File: config.mk
export PLATFORM = sky130hd
export DESIGN_NAME = bcd_disp_fmt
export DESIGN_NICKNAME = d
export VERILOG_FILES = /design/src/rtl/sevenseg_pkg.sv /design/src/rtl/bcd_adj3.sv /design/src/rtl/bcd_disp_fmt.sv
export SDC_FILE = /design/constraint.sdc
export NUM_CORES = 1
export LEC_CHECK = 0
export CORE_MARGIN = 5
export CORE_UTILIZATION = 40
export CTS_BUF_LIST = sky130_fd_sc_hd__clkbuf_8 sky130_fd_sc_hd__clkbuf_16
export DETAILED_ROUTE_END_ITERATION = 8
export GPL_ROUTABILITY_DRIVEN = 0
export SYNTH_ARGS = -nofsm -noshare
export SYNTH_HDL_FRONTEND = slang
export SYNTH_SLANG_ARGS = --single-unit
File: constraint.sdc
create_clock -name clk -period 6.1 [get_ports clk]
set_input_delay 1.22 -clock clk [delete_from_list [all_inputs] [get_ports clk]]
set_output_delay 1.22 -clock clk [all_outputs]
set_load 0.01 [all_outputs]
File: src/rtl/sevenseg_pkg.sv
// Shared constants and types for the seven-segment display formatter.
// Holds the digit-code field positions, the dash glyph, the largest
// displayable decimal value and the formatter FSM state type.
package sevenseg_pkg;

  // Digit code layout: bit6 = enable, bit5 = decimal point, bits4:0 = glyph.
  localparam int SEG_EN = 6;
  localparam int SEG_DP = 5;

  localparam logic [4:0] GLY_DASH = 5'h10;

  // Largest value that fits in eight decimal digits.
  localparam logic [31:0] MAX_DEC = 32'd99_999_999;

  localparam int NUM_DIG = 8;

  typedef enum logic [1:0] {
    ST_IDLE,
    ST_CONV,
    ST_LOAD,
    ST_OVF
  } state_e;

endpackage

File: src/rtl/bcd_adj3.sv
// Double-dabble nibble correction: adds 3 to a BCD nibble of 5 or more so
// that the following left shift carries correctly into the next decade.
//   nib_i : BCD nibble before correction
//   nib_o : corrected nibble
module bcd_adj3 (
  input  logic [3:0] nib_i,
  output logic [3:0] nib_o
);

  assign nib_o = (nib_i >= 4'd5) ? nib_i + 4'd3 : nib_i;

endmodule

File: src/rtl/bcd_disp_fmt.sv
// Binary-to-decimal formatter for an eight-digit seven-segment controller.
// Accepts an unsigned value over a valid/ready handshake, converts it to
// eight BCD digits with one double-dabble step per cycle, then applies
// leading-zero blanking and decimal-point placement. The digit codes are
// held until the next conversion finishes.
//   clk, rst      : clock, asynchronous active-high reset
//   valid_in      : request; value/dp_en/dp_pos valid while high
//   ready         : high in IDLE; transfer on valid_in && ready
//   value         : unsigned binary value (W bits)
//   dp_en, dp_pos : decimal point enable and digit index (0 = rightmost)
//   done          : one-cycle pulse when new digit codes appear
//   overflow      : set when the last accepted value exceeded 99_999_999
//   d7..d0        : digit codes {enable, dp, glyph[4:0]}
module bcd_disp_fmt
  import sevenseg_pkg::*;
#(
  parameter int W        = 27,
  parameter bit BLANK_LZ = 1'b1
) (
  input  logic         clk,
  input  logic         rst,
  input  logic         valid_in,
  output logic         ready,
  input  logic [W-1:0] value,
  input  logic         dp_en,
  input  logic [2:0]   dp_pos,
  output logic         done,
  output logic         overflow,
  output logic [6:0]   d7,
  output logic [6:0]   d6,
  output logic [6:0]   d5,
  output logic [6:0]   d4,
  output logic [6:0]   d3,
  output logic [6:0]   d2,
  output logic [6:0]   d1,
  output logic [6:0]   d0
);

  state_e                   state_q, state_d;
  logic [W-1:0]             bin_q, bin_d;
  logic [31:0]              bcd_q, bcd_d;
  logic [4:0]               cnt_q, cnt_d;
  logic                     dp_en_q, dp_en_d;
  logic [2:0]               dp_pos_q, dp_pos_d;
  logic [NUM_DIG-1:0][6:0]  dig_q, dig_d;
  logic                     done_q, done_d;
  logic                     ovf_q, ovf_d;

  logic [31:0]              bcd_adj;
  logic [31:0]              value_ext;
  logic [NUM_DIG-1:0][6:0]  fmt;

  // Corrected BCD register feeding the next shift.
  for (genvar g = 0; g < NUM_DIG; g++) begin : g_adj
    bcd_adj3 u_adj (
      .nib_i (bcd_q[4*g +: 4]),
      .nib_o (bcd_adj[4*g +: 4])
    );
  end

  assign value_ext = {{(32-W){1'b0}}, value};

  // Formatted codes from the finished BCD register. Scanning from the most
  // significant digit, a digit stays blank while it and everything above it
  // is zero, unless it is at or right of the decimal-point digit.
  always_comb begin
    logic       zero_above;
    logic [2:0] dp_eff;
    logic [3:0] nib;
    // NOTE: every variable gets a default before any branch, so no latch can be inferred.
    fmt        = '0;
    zero_above = 1'b1;
    dp_eff     = dp_en_q ? dp_pos_q : 3'd0;
    nib        = '0;
    for (int i = NUM_DIG - 1; i >= 0; i--) begin
      nib        = bcd_q[4*i +: 4];
      zero_above = zero_above && (nib == 4'd0);
      fmt[i][SEG_EN]  = !(BLANK_LZ && zero_above && (3'(i) > dp_eff));
      fmt[i][SEG_DP]  = dp_en_q && (dp_pos_q == 3'(i));
      fmt[i][4:0]     = {1'b0, nib};
    end
  end

  always_comb begin
    state_d  = state_q;
    bin_d    = bin_q;
    bcd_d    = bcd_q;
    cnt_d    = cnt_q;
    dp_en_d  = dp_en_q;
    dp_pos_d = dp_pos_q;
    dig_d    = dig_q;
    done_d   = 1'b0;
    ovf_d    = ovf_q;

    case (state_q)
      ST_IDLE: begin
        if (valid_in) begin
          dp_en_d  = dp_en;
          dp_pos_d = dp_pos;
          bin_d    = value;
          if (value_ext > MAX_DEC) begin
            state_d = ST_OVF;
          end else begin
            bcd_d   = '0;
            cnt_d   = 5'(W - 1);
            state_d = ST_CONV;
          end
        end
      end

      ST_CONV: begin
        {bcd_d, bin_d} = {bcd_adj, bin_q} << 1;
        cnt_d          = cnt_q - 5'd1;
        if (cnt_q == 5'd0) state_d = ST_LOAD;
      end

      ST_LOAD: begin
        dig_d   = fmt;
        ovf_d   = 1'b0;
        done_d  = 1'b1;
        state_d = ST_IDLE;
      end

      ST_OVF: begin
        for (int i = 0; i < NUM_DIG; i++) begin
          dig_d[i]         = '0;
          dig_d[i][SEG_EN] = 1'b1;
          dig_d[i][4:0]    = GLY_DASH;
        end
        ovf_d   = 1'b1;
        done_d  = 1'b1;
        state_d = ST_IDLE;
      end

      default: state_d = ST_IDLE;
    endcase
  end

  // NOTE: sequential state uses non-blocking assignments so every flop samples pre-edge values.
  always_ff @(posedge clk or posedge rst) begin
    if (rst) begin
      state_q  <= ST_IDLE;
      bin_q    <= '0;
      bcd_q    <= '0;
      cnt_q    <= '0;
      dp_en_q  <= 1'b0;
      dp_pos_q <= '0;
      dig_q    <= '0;
      done_q   <= 1'b0;
      ovf_q    <= 1'b0;
    end else begin
      state_q  <= state_d;
      bin_q    <= bin_d;
      bcd_q    <= bcd_d;
      cnt_q    <= cnt_d;
      dp_en_q  <= dp_en_d;
      dp_pos_q <= dp_pos_d;
      dig_q    <= dig_d;
      done_q   <= done_d;
      ovf_q    <= ovf_d;
    end
  end

  assign ready    = (state_q == ST_IDLE);
  assign done     = done_q;
  assign overflow = ovf_q;
  assign d7 = dig_q[7];
  assign d6 = dig_q[6];
  assign d5 = dig_q[5];
  assign d4 = dig_q[4];
  assign d3 = dig_q[3];
  assign d2 = dig_q[2];
  assign d1 = dig_q[1];
  assign d0 = dig_q[0];

endmodule

==> results.toml <==
[setup_path]
cp.required_ns = 4.88
cp_cell_sequence = "nor2_1, clkdlybuf4s50_1"
startpoint_type = "register"
critical_path_class = "reg -> out"
cpMaxStageDelayCell = "dfrtp_1"
end_kind = "primary output"
regToRegSetupSlack_ns = 3.26
crit_buf_inv = 1
critPathArrivalTime_ns = 2.15
path_max_fanout = 22
crit_family = "flip-flops"
cp_slowest_stage_delay_ns = 1.00

[synth]
syn_avg_cell_area_um2 = 9.20
synth_edf_count = 0
ys_ff_latch = 120
yosysSeqAreaShare_pct = 48.1
synth_nets = 738
syn_inst = 678
async_flop_share_pct = 100
synthFlopType = "dfrtp_1"
synth_cell_types = 52
yosysWarnings = 0
synth_area_um2 = 6240

[clock_tree]
ctsHoldBuffers = 0
clkSinkCount = 120
cts_tree = "done"
clk_pin_slew_ns = 0.06
clock_path_buffers = 2
insertion_delay_ns = 0.42
clk_root_buffer_cell = "clkbuf_16"
cts_resized = 0
numCtsBuffers = 17
htreeDepth = 4
postCtsSetupBuffers = 0

[run_status]
outcome = "complete, no violations"

[timing]
fin_crit_ns = 3.37
fin_tns_setup_ns = 0
slew_violations = 0
max_freq_mhz = 297
tightest_slew_ns = 1.20
skew_ns = 0.00644
fin_crit_sh_pct = 55.3
setup_viol = 0
grt_setup_unrepaired = "false"
hold_slack_ns = 0.462
finalHoldViolations = 0
relSlewSlack_pct = 19.8

[grt]
grtUsageTotal_pct = 17.9
gr-total-overflow = 0
grt_pass1_vias = 5228
grt_antenna_before_repair = 0
grt_first_pass_wirelength_um = 26400
grt_max_degree = 77

[floorplan]
io_pins = 93
num_rows = 45
die_y_um = 135
start_util_pct = 40.9
fp.coreArea_um2 = 15300
die-width_um = 135
dieArea_um2 = 18200

[power]
max-vdd-ir-drop_v = 0.000232
total_leakage_power_nw = 3.36
power_per_cell_area_nw_per_um2 = 478

[routing]
avgViaCountPerCell = 5.42
ant_nets = 0
wl_per_cell_um = 16.4
vias = 5223
wirelength_um = 15800
detailedRoute.firstPassIterationCount = 5
drc = 0
drt_iter0_drc = 343

[final_layout]
final_nets = 799
fillers = 1424
final_cell_mix = "119 x dfrtp_1, 100 x nand2_1, 92 x clkdlybuf4s50_1"
area_growth_pct = 24.9
n_antenna_cell = 0
final_common_cell = "dfrtp_1"
drive_above_1_share_pct = 7.58
regArea_um2 = 3000
multi_input_area_um2 = 2740

[placed_design]
portBuffers = 92
dp_hpwl_um = 10300

[min_path]
hold_class = "reg -> reg"

[flow_run]
maxCapViolations = 0
-- final timing paths --
kind                             from         end  cells past startpoint
min in group asynchronous         rst       d1[2]                      2
setup reg to reg           state_q[0]    cnt_q[3]                      5
setup / recovery           state_q[0]       ready                      2
hold / removal                  d0[6]       d0[6]                      1
hold reg to reg                 d0[6]       d0[6]                      1
max in group asynchronous         rst  state_q[1]                      3
-- state kept, by name, summed over array words and instances, names as in the netlist, 2 cells and up --
register,count
bin_q,27
d0,7
d6,6
cnt_q,5
state_q,2
d5,6
bcd_q,32
d3,6
dp_pos_q,3
d4,6
d1,6
d2,6
d7,6
-- layer usage --
layer	part of all wire (%)	track usage (%)
met4	2.0	6.79
met3	4.7	3.28
met1	45	23.7
met2	48	29.2
met5	0	0
-- power by group --
group          total (W)  leakage [nW]  switching (W)  internal, W
registers        0.00133          1.50       0.000281      0.00105
clock network    0.00101         0.307       0.000357     0.000653
logic            0.00138          1.55       0.000748     0.000635
total            0.00372          3.36        0.00139      0.00234
-- cells by family (layout without fill, tap and decap cells) --
| group | after synthesis | in the layout | synth area share (%) |
|---|---|---|---|
| XOR/XNOR | 12 | 12 | 1.68 |
| AO/OA/AOI/OAI | 165 | 165 | 18.3 |
| multiplexers | 3 | 3 | 0.541 |
| AND/OR/NAND/NOR | 236 | 236 | 18.0 |
| adder cells (fa/ha/maj) | 26 | 26 | 5.21 |
| buffers and inverters | 116 | 190 | 8.16 |
| flip-flops | 120 | 120 | 48.1 |
-- cell usage after synthesis (14+ instances only) --
library cell	instances	area (um2)
o221ai_1	14	123
nor2_1	46	173
ha_1	26	325
a31oi_1	30	188
nand2_1	100	375
clkbuf_1	31	116
inv_1	58	218
dfrtp_1	120	3000
o21ai_0	25	125
o22ai_1	24	150
a211oi_1	25	188
nand3_1	26	130
-- through the flow --
step | util, % | power (W) | instances | area [um2] | setup WS, ns
after global routing | 51.1 | 0.00398 | 963 | 7790 | 2.59
after CTS | 51.1 | 0.00375 | 963 | 7790 | 2.71
after detailed placement | 47.2 | 0.00272 | 931 | 7200 | 2.78
final | 51.1 | 0.00372 | 963 | 7790 | 2.73
after floorplan | - | 0.00226 | 678 | 6240 | 1.69
after global placement | 47.2 | 0.00266 | 931 | 7200 | 2.87
-- final cells by class --
type,count,share of cell area [%]
flip-flops and latches,120,38.5
repair buffers,99,12.5
clock buffers,19,5.81
inverters,59,2.87
well taps,211,3.39
clock inverters,13,1.77
multi-input cells,442,35.1
(Power assumes the default switching activity.)
==> patch 1: new RTL, same flow settings <==
Change the parameter `BLANK_LZ` from 1'b1 to 1'b0.
--- a/src/rtl/bcd_disp_fmt.sv
+++ b/src/rtl/bcd_disp_fmt.sv
@@ -17,3 +17,3 @@
   parameter int W        = 27,
-  parameter bit BLANK_LZ = 1'b1
+  parameter bit BLANK_LZ = 1'b0
 ) (
Check against the original RTL: no difference found for any inputs over 10 cycles, from zero or initial values and one cycle with rst high; that may be too few to reach the edited logic, so the function may still have changed.
==> patch 1 against the unedited design <==
- utilization up 0.70 points
- sequential cell count shrank 7
- setup slack improved by 140 ps
- power grew 0.88%
- wire length down 22%
- clock skew rose by 2.8 ps
- cell area fell by 8.9%
- area after synthesis fell by 12%
- non-clock buffer count stayed put
- sequential share of layout area increased by 1.3 points
==> patch 1: results (changes against the unedited design) <==
status=complete, no violations; clock root buffer=clkbuf_16; synth top area cells=dfrtp_1 51%, nand2_1 7.9%, a22o_1 5.7%; worst r2r src=state_q[1]; CTS Buf Count=17 (unchanged); Iteration-0 DRC Markers=297 (-13%); synth cell count leaders=116 x nand2_1, 113 x dfrtp_1, 47 x nor2_1; sequential power=1.31 mW; fin cells=829 (-14%); clk_lat worst skew=slightly above 400 ps; first drt pass iteration count=4 (-1); Hold Path Sink=d7[1]; clock skew=9.220 ps (+2.785 ps); Post-synth top flop=dfrtp_1; Hold Vio Cnt, Final=0 (unchanged); r2r setup slk=3020 ps (-240 ps); CP arrival=2010 ps (-140 ps); PortBufs=92 (unchanged); critical path fanouts, max=22 (unchanged); Max VDD drop=220.3 µV (-4.9%); Total GRT Usage=16.04% (-1.9 points); DP HPWL=8.133 mm (-21%); H-tree lvl count=4 (unchanged); vias per std cell=5.117 (-5.7%); share of cells above drive strength 1=8.629% (+1.0 points); Pleak=3.137 nW (-6.7%); global-route wire length before repair=21.05 mm (-20%); Max-slew headroom=20.60% (+0.78 points); Switching Fraction=33.98% (-3.2 points); routed length per instance=14.82 µm (-9.6%); post-CTS setup buffer count=0 (unchanged); P_int=2.481 mW (+6.1%); fin nets=688 (-14%); initial antenna violation count=0 (unchanged); placed cells=797 (-14%); Hold Path Depth=2 (+1); Distinct cells, synth=39 (-25%); Clock transition at path regs=50 ps; Clock power frac=29.1% (+2.0 points); post-synthesis sequential area ratio=51.21% (+3.1 points); critical hold path startpoint=d7[1]; Syn Inst Count=566 (-17%); syn nets=618 (-16%); vias in the first global route=4362 (-17%); FF-to-FF path depth=4 (-1); worst r2r dst=state_q[0]; largest net degree at the start of global routing=79 (+2.6%)
==> patch 1: routing by layer <==
layer  vias to the layer above  part of all wire (%)  GRT usage [%]
met5                         -                     0              0
met4                         0                  0.37          5.552
met3                         8                   3.9          4.473
met2                        86                    49          26.48
met1                      2051                    47          20.27
li1                       2097                     -              -
==> patch 1: final cells by class <==
class / count / area, µm²
flip-flops and latches: 113 / 2828
multi-input cells: 383 / 2340
repair buffers: 99 / 973.4
clock buffers: 20 / 466.7
inverters: 22 / 85.08
fillers: 1281 / 6615
well taps: 180 / 225.2
clock inverters: 12 / 186.4
==> patch 1: metrics by stage <==
stage	utilization, %	setup slack [ps]	area, µm²	hold slack (ps)
2_1_floorplan	-	1893	5522	458.5
3_3_place_gp	47.02	2883	6451	469.4
3_5_place_dp	47.02	2782	6451	472.7
4_1_cts	51.78	2846	7104	485.0
5_1_grt	51.78	2692	7104	509.2
6_report	51.78	2869	7104	483.6
==> patch 1: worst max-delay path, cell delays in order, from the launching register on <==
cell and delay [ps]:
dfrtp_1 900, nor2_1 170, clkdlybuf4s50_1 540
==> patch 1: worst max path at each step <==
stage	start	to	slack (ps)
floorplan	rst	bcd_q[0]	1890
global placement	value[12]	bcd_q[4]	2880
detailed placement	value[12]	bcd_q[1]	2780
CTS	state_q[0]	ready	2850
global route	state_q[1]	bin_q[0]	2690
finish	state_q[0]	ready	2870
==> patch 1: logic make-up after synthesis <==
kind of cell / Yosys count / share of synthesized area (%)
AO/OA/AOI/OAI: 155 / 20.87
XOR/XNOR: 15 / 2.379
adder cells (fa/ha/maj): 18 / 4.079
buffers and inverters: 70 / 6.549
flip-flops: 113 / 51.21
AND/OR/NAND/NOR: 195 / 14.91
==> patch 2: new RTL, same flow settings <==
Without the edit above. Encoding of `state_e`: now one-hot (4 bits for 4 states).
--- a/src/rtl/sevenseg_pkg.sv
+++ b/src/rtl/sevenseg_pkg.sv
@@ -16,7 +16,7 @@
 
-  typedef enum logic [1:0] {
-    ST_IDLE,
-    ST_CONV,
-    ST_LOAD,
-    ST_OVF
+  typedef enum logic [3:0] {
+    ST_IDLE = 4'b0001,
+    ST_CONV = 4'b0010,
+    ST_LOAD = 4'b0100,
+    ST_OVF  = 4'b1000
   } state_e;
Behaviour: no difference found for any inputs over 10 cycles, from zero or initial values and one cycle with rst high; not proved beyond that.
==> patch 2 against the unedited design <==
- count of clock-buffer cells in the layout unchanged
- cell area decreased by 4.1%
- die area fell by 6.2%
- wire length down 15%
- sequential cell count is 2 higher
- cell count shrank 14%
- maximum frequency increased by 7.3%
- area after synthesis fell by 6.6%
- setup slack improved by 230 ps
- highest routed layer unchanged
- critical path depth grew 4
Power is not compared: it rests on default switching activity, and its combinational part moved more than twofold at a synthesized area within 25%.
==> patch 2: results (changes against the unedited design) <==
syn nets=618 (-16%); vias per std cell=5.263 (-3.0%); Synth Area in Adders=5.584% (+0.37 points); Post-Route WL=13.47 mm (-15%); share of cells above drive strength 1=6.966% (-0.61 points); post-synthesis sequential area ratio=52.43% (+4.3 points); Distinct cells, synth=42 (-19%); clock skew=8.847 ps (+2.411 ps); Yosys top cell area share=51.98% (+3.9 points); first drt pass iteration count=4 (-1); Max-slew headroom=19.51% (-0.31 points); fin nets=693 (-13%); status=complete, no violations; pre-CTS setup slack=2526 ps (-255.5 ps); Async SR Flop Fraction=100.0% (unchanged); Fillers=1341 (-5.8%); synthesized-area fraction occupied by xor and xnor cells=2.857% (+1.2 points); CTS Buf Count=17 (unchanged); vias in the first global route=4482 (-14%); Iteration-0 DRC Markers=233 (-32%); critical path fanouts, max=25 (+14%); Total GRT Usage=16.88% (-1.0 points); DP HPWL=9.121 mm (-11%); synth cell count leaders=121 x dfrtp_1, 73 x nand2_1, 53 x a22o_1; largest net degree at the start of global routing=82 (+6.5%); global-route wire length before repair=22.36 mm (-15%); placed cell areas=0.006825 mm² (-5.3%)
patch 2: path summary, 6_finish.rpt:
check	startpoint	end	slack, ps	depth (start not counted)
worst min-delay path	d0[6]	d0[6]	460	1
max in group asynchronous	rst	bcd_q[3]	3610	3
worst max-delay path	value[21]	bcd_q[22]	2960	6
worst min register to register	d0[6]	d0[6]	460	1
worst max register to register	state_q[3]	bcd_q[27]	3470	6
min in group asynchronous	rst	d7[2]	1370	2
patch 2: area by class of cell:
type / count / area share, %
Sequential cell: 122 / 40.85
Multi-Input combinational cell: 373 / 33.40
Timing Repair Buffer: 97 / 12.82
Clock buffer: 19 / 6.058
Tap cell: 184 / 3.079
Clock inverter: 13 / 2.661
Inverter: 22 / 1.138
patch 2: critical path, stage by stage:
cell	delay (ps)
clkdlybuf4s50_1	480
and3_1	150
a31o_2	150
o2111ai_1	210
o21ai_2	990
a22o_1	290
patch 2: through the flow:
step,instances,hold WS (ps),util (%)
after floorplan,558,449.2,-
after global placement,798,448.6,47.32
after detailed placement,798,451.5,47.32
after CTS,830,467.3,51.84
after global routing,830,479.6,51.84
final,830,462.0,51.84
patch 2: cells by family (layout without fill, tap and decap cells):
family | Yosys count | count (layout)
AO/OA/AOI/OAI | 163 | 163
AND/OR/NAND/NOR | 146 | 146
flip-flops | 122 | 122
buffers and inverters | 63 | 151
adder cells (fa/ha/maj) | 26 | 26
XOR/XNOR | 19 | 19
multiplexers | 19 | 19
patch 2: power breakdown:
| group | internal [mW] | total, mW | switching, mW |
|---|---|---|---|
| Clock | 0.741 | 1.11 | 0.365 |
| Combinational | 0.304 | 0.680 | 0.376 |
| Sequential | 0.973 | 1.11 | 0.139 |
| Total | 2.02 | 2.90 | 0.880 |
patch 2: metal layers:
metal	track usage, %	wire length (µm)
met4	5.808	229
met5	0	0
met2	26.81	6453
met3	6.301	698
met1	21.34	6084
